`config.mk`:
```
export PLATFORM = sky130hd
export DESIGN_NAME = config_sequencer
export DESIGN_NICKNAME = d
export VERILOG_FILES = /design/src/rtl/config_sequencer.sv
export SDC_FILE = /design/constraint.sdc
export NUM_CORES = 1
export LEC_CHECK = 0
export ABC_AREA = 1
export BUFFER_PORTS_ARGS = -buffer_cell sky130_fd_sc_hd__buf_2
export CAP_MARGIN = 0
export CORE_MARGIN = 5
export CORE_UTILIZATION = 45
export CTS_CLUSTER_DIAMETER = 200
export CTS_CLUSTER_SIZE = 12
export DETAILED_ROUTE_END_ITERATION = 7
export GPL_ROUTABILITY_DRIVEN = 0
export PLACE_DENSITY = 0.7
export SLEW_MARGIN = 20
export SYNTH_ARGS = -nofsm -noshare
export SYNTH_HDL_FRONTEND = slang
export SYNTH_SLANG_ARGS = --single-unit
```
`constraint.sdc`:
```
create_clock -name clk -period 2.5 [get_ports clk]
set_input_delay 0.75 -clock clk [delete_from_list [all_inputs] [get_ports clk]]
set_output_delay 0.75 -clock clk [all_outputs]
set_load 0.005 [all_outputs]
```
`src/rtl/config_sequencer.sv`:
```
// Configuration sequencer: accepts command words after a start pulse and broadcasts each one
// to the tiles as a single-cycle address/data write. Optional checksum output: CONFIG_SEQ_CHECKSUM_EN.
module config_sequencer #(
    parameter logic [31:0] IDLE_ADDR = 32'hFFFF_FFFF,
    parameter int unsigned TIMEOUT   = 255
) (
    input  logic        clk,
    input  logic        reset,
    input  logic        start,
    input  logic        cmd_valid,
    input  logic [31:0] cmd_addr,
    input  logic [31:0] cmd_data,
    input  logic        cmd_last,
    output logic        cmd_ready,
    output logic [31:0] config_addr,
    output logic [31:0] config_data,
    output logic        busy,
    output logic        done,
    output logic        error,
    output logic [15:0] word_count
`ifdef CONFIG_SEQ_CHECKSUM_EN
    ,
    output logic [31:0] checksum
`endif
);

    typedef enum logic [2:0] {
        S_IDLE,
        S_LOAD,
        S_WRITE,
        S_DONE,
        S_ERR
    } state_t;

    localparam logic [16:0] TIMEOUT_W = 17'(TIMEOUT);

    state_t      r_state;
    state_t      w_state_next;
    logic [31:0] r_config_addr;
    logic [31:0] r_config_data;
    logic        r_last;
    logic        r_error;
    logic [15:0] r_word_count;
    logic [15:0] r_timeout_cnt;

    logic        w_handshake;
    logic        w_start_ok;
    logic        w_timeout_hit;

    assign w_handshake   = (r_state == S_LOAD) && cmd_valid;
    // A new load may only be launched from a resting state; start is ignored mid-load.
    assign w_start_ok    = start && ((r_state == S_IDLE) || (r_state == S_ERR));
    assign w_timeout_hit = (r_state == S_LOAD) && !cmd_valid &&
                           (({1'b0, r_timeout_cnt} + 17'd1) >= TIMEOUT_W);

    always_comb begin
        w_state_next = r_state;
        case (r_state)
            S_IDLE:  if (start) w_state_next = S_LOAD;
            S_LOAD: begin
                if (cmd_valid)          w_state_next = S_WRITE;
                else if (w_timeout_hit) w_state_next = S_ERR;
            end
            S_WRITE: w_state_next = r_last ? S_DONE : S_LOAD;
            S_DONE:  w_state_next = S_IDLE;
            S_ERR:   if (start) w_state_next = S_LOAD;
            default: w_state_next = S_IDLE;
        endcase
    end

    always_ff @(posedge clk) begin
        if (reset) begin
            r_state       <= S_IDLE;
            r_config_addr <= IDLE_ADDR;
            r_config_data <= 32'd0;
            r_last        <= 1'b0;
            r_error       <= 1'b0;
            r_word_count  <= 16'd0;
            r_timeout_cnt <= 16'd0;
        end else begin
            r_state <= w_state_next;
            if (w_start_ok) begin
                r_word_count  <= 16'd0;
                r_timeout_cnt <= 16'd0;
                r_error       <= 1'b0;
            end
            if (w_handshake) begin
                r_config_addr <= cmd_addr;
                r_config_data <= cmd_data;
                r_last        <= cmd_last;
                r_timeout_cnt <= 16'd0;
            end else if (r_state == S_LOAD) begin
                r_timeout_cnt <= r_timeout_cnt + 16'd1;
            end
            if (w_timeout_hit) begin
                r_error <= 1'b1;
            end
            // The write lasts exactly the WRITE cycle; the bus returns to idle afterwards.
            if (r_state == S_WRITE) begin
                r_config_addr <= IDLE_ADDR;
                r_config_data <= 32'd0;
                if (r_word_count != 16'hFFFF) begin
                    r_word_count <= r_word_count + 16'd1;
                end
            end
        end
    end

`ifdef CONFIG_SEQ_CHECKSUM_EN
    logic [31:0] r_checksum;

    always_ff @(posedge clk) begin
        if (reset) begin
            r_checksum <= 32'd0;
        end else if (w_start_ok) begin
            r_checksum <= 32'd0;
        end else if (r_state == S_WRITE) begin
            r_checksum <= r_checksum ^ (r_config_addr ^ r_config_data);
        end
    end

    assign checksum = r_checksum;
`endif

    assign cmd_ready   = (r_state == S_LOAD);
    assign busy        = (r_state == S_LOAD) || (r_state == S_WRITE);
    assign done        = (r_state == S_DONE);
    assign error       = r_error;
    assign config_addr = r_config_addr;
    assign config_data = r_config_data;
    assign word_count  = r_word_count;

endmodule
```
==> run summary <==
outcome -> complete, no violations
drt drc -> 0
Seq cells post-synth -> 101
slew margin rel. -> 60.3%
fin crit share -> 91.0%
total global-route track usage -> 19.8%
Reg clk slew, reported paths -> 90 ps
# setup viols final -> 0
Setup TNS -> 0 ps
Setup CP Type -> reg -> out
RSZ-0062 raised after global routing -> no
Worst setup SP type -> register
CTS tree -> done
die area -> 11800 sq um
PwrDens -> 552 nW/um^2
Cells after Synth -> 613
post-synthesis cell type count -> 36
Worst VDD drop -> 0.380 mV
Final HPWL DP -> 8700 um
Net count, final -> 828
Post-synth top flop -> dfxtp_1
Max-Cap Viols -> 0
global route total overflow -> 0
post-CTS sizing -> 0
first-pass GRT wire length -> 18900 um
Seq/Total Area, Yosys -> 46.2%
Required @ worst endpoint -> 1750 ps
leak pwr -> 2.33 nW
critical path data arrival time -> 1530 ps
Via density -> 4.89
post-route ant nets -> 0
Post-synth EDFFs -> 0
crit path capture type -> primary output
Final Slew Violations -> 0
IO Pins -> 153
Mean Syn Cell Area -> 7.14 sq um
CTS Sinks -> 101
fin crit period -> 2280 ps
fillcell total -> 995
hold crit path type -> reg -> reg
first-pass detailed-route iteration total -> 5
Hold Buf Count CTS -> 0
Initial DRC Count -> 186
starting density of the core -> 45.4%
Post-CTS Setup Inserts -> 0
wire length per cell -> 13.0 um
vias in the first global route -> 4159
Root Driver -> clkbuf_8
final WL -> 11600 um
pin count of the biggest net entering global routing -> 59
share of cells above drive strength 1 -> 27.3%
routed via count -> 4370
Synth async-reset ratio -> 0%
CP max FO -> 10
antenna violations before repair -> 0
Yosys warning count -> 0
Mapped Area -> 4380 sq um
Rows -> 36
synth-to-layout area growth -> 23.4%
Worst-Skew Late Latency -> 360 ps
clk buf depth -> 2
PortBufs -> 152
r2r setup slk -> 540 ps
Die X -> 109 um
Max Fclk -> 0.439 GHz
Setup WS pre-CTS -> 508 ps
TritonCTS buffer count -> 9
Fin Clk Skew -> 16.7 ps
Tightest Pin Transition -> 595 ps
Power, Total -> 0.00298 W
Worst Slack Setup Final -> 224 ps
core area -> 9640 sq um
Fin. Hold Viols -> 0
H-Tree Depth -> 3
Die Y -> 109 um
diode count -> 0
Mapped Nets -> 685
-- routing by layer --
layer,wire length (um),GRT usage (%),vias up,part of all wire (%)
met3,974,7.70,15,8.4
met4,212,5.77,0,1.8
met1,4690,23.1,1976,40
met5,0,0,-,0
met2,5760,33.5,126,49
li1,-,-,2253,-
-- cells by family (layout without fill, tap and decap cells) --
| family | after synthesis | in the layout | synth area share (%) |
|---|---|---|---|
| and+or+nand+nor | 350 | 350 | 35.4 |
| buffers and inverters | 70 | 218 | 6.52 |
| AOI/OAI and AO/OA | 84 | 84 | 10.0 |
| DFF | 101 | 101 | 46.2 |
| adders and majority gates | 3 | 3 | 0.858 |
| xor gates and xnor gates | 5 | 5 | 1.00 |
-- Yosys cell counts, types with 2 or more instances --
master / instances / area share (%)
nand2_2: 5 / 0.71
buf_2: 9 / 1.0
nor2_1: 36 / 3.1
inv_1: 35 / 3.0
o21bai_1: 2 / 0.34
o21ai_1: 7 / 0.80
or2_2: 2 / 0.29
dfxtp_1: 101 / 46
xor2_1: 4 / 0.80
inv_2: 7 / 0.60
o21ai_0: 12 / 1.4
nor3_1: 11 / 1.3
nor3_2: 9 / 2.1
o21a_1: 2 / 0.34
nand2_1: 217 / 19
a21oi_1: 58 / 6.6
ha_1: 3 / 0.86
nor2_4: 3 / 0.77
nand3_1: 52 / 5.9
nor4_1: 2 / 0.29
clkbuf_1: 14 / 1.2
nand4_1: 4 / 0.57
nor2_2: 4 / 0.57
clkinv_1: 2 / 0.17
-- worst max-delay path, stage by stage (launching register included) --
cell,delay (ps)
dfxtp_1,400
inv_2,70
nor3_4,330
inv_1,180
nand2_1,90
buf_2,110
-- placed cells by master (no fill, tap or decap), drive strengths merged, types with 2 or more instances in the layout --
cell	count
o21a	2
inv	43
clkinv	6
dfxtp	101
o21ai	19
a21oi	59
nor4	2
clkbuf	11
buf	158
xor2	4
nand2	222
nor3	21
ha	3
nor2	43
or2	2
nand4	5
o21bai	2
nand3	53
-- per-stage QoR --
stage / hold WS, ps / cells / cell area [sq um] / util [%]
3_5_place_dp: 455 / 878 / 5230 / 54.3
5_1_grt: 485 / 894 / 5400 / 56.0
6_report: 467 / 894 / 5400 / 56.0
4_1_cts: 469 / 894 / 5400 / 56.0
2_1_floorplan: 461 / 613 / 4380 / -
3_3_place_gp: 447 / 878 / 5230 / 54.3
-- sequential cells by signal, summed over array words and instances, names as in the netlist --
signal / count
config_addr: 32
config_data: 32
r_timeout_cnt: 16
word_count: 16
r_state: 3
error: 1
r_last: 1
-- report_power, final --
| group | leakage, nW | switching [W] | internal [W] | total, W |
|---|---|---|---|---|
| logic | 1.43 | 0.000210 | 0.000143 | 0.000353 |
| clock network | 0.0877 | 0.000546 | 0.000367 | 0.000914 |
| registers | 0.821 | 0.0000362 | 0.00167 | 0.00171 |
| total | 2.33 | 0.000793 | 0.00218 | 0.00298 |
-- cell type report --
cell class / count / area [sq um] / area share [%]
Sequential cell: 101 / 2020 / 37.5
Tap cell: 133 / 166 / 3.08
Inverter: 44 / 165 / 3.06
Clock buffer: 11 / 131 / 2.43
Multi-Input combinational cell: 442 / 2070 / 38.4
Timing Repair Buffer: 158 / 806 / 14.9
Clock inverter: 5 / 36.3 / 0.672
-- final timing paths --
path | start | endpoint | cells past startpoint
worst max register to register | r_state[0] | config_data[11] | 7
worst min-delay path | config_data[12] | config_data[12] | 2
worst min register to register | config_data[12] | config_data[12] | 2
worst max-delay path | r_state[0] | busy | 5
No activity file was read; power rests on OpenSTA's default activity.
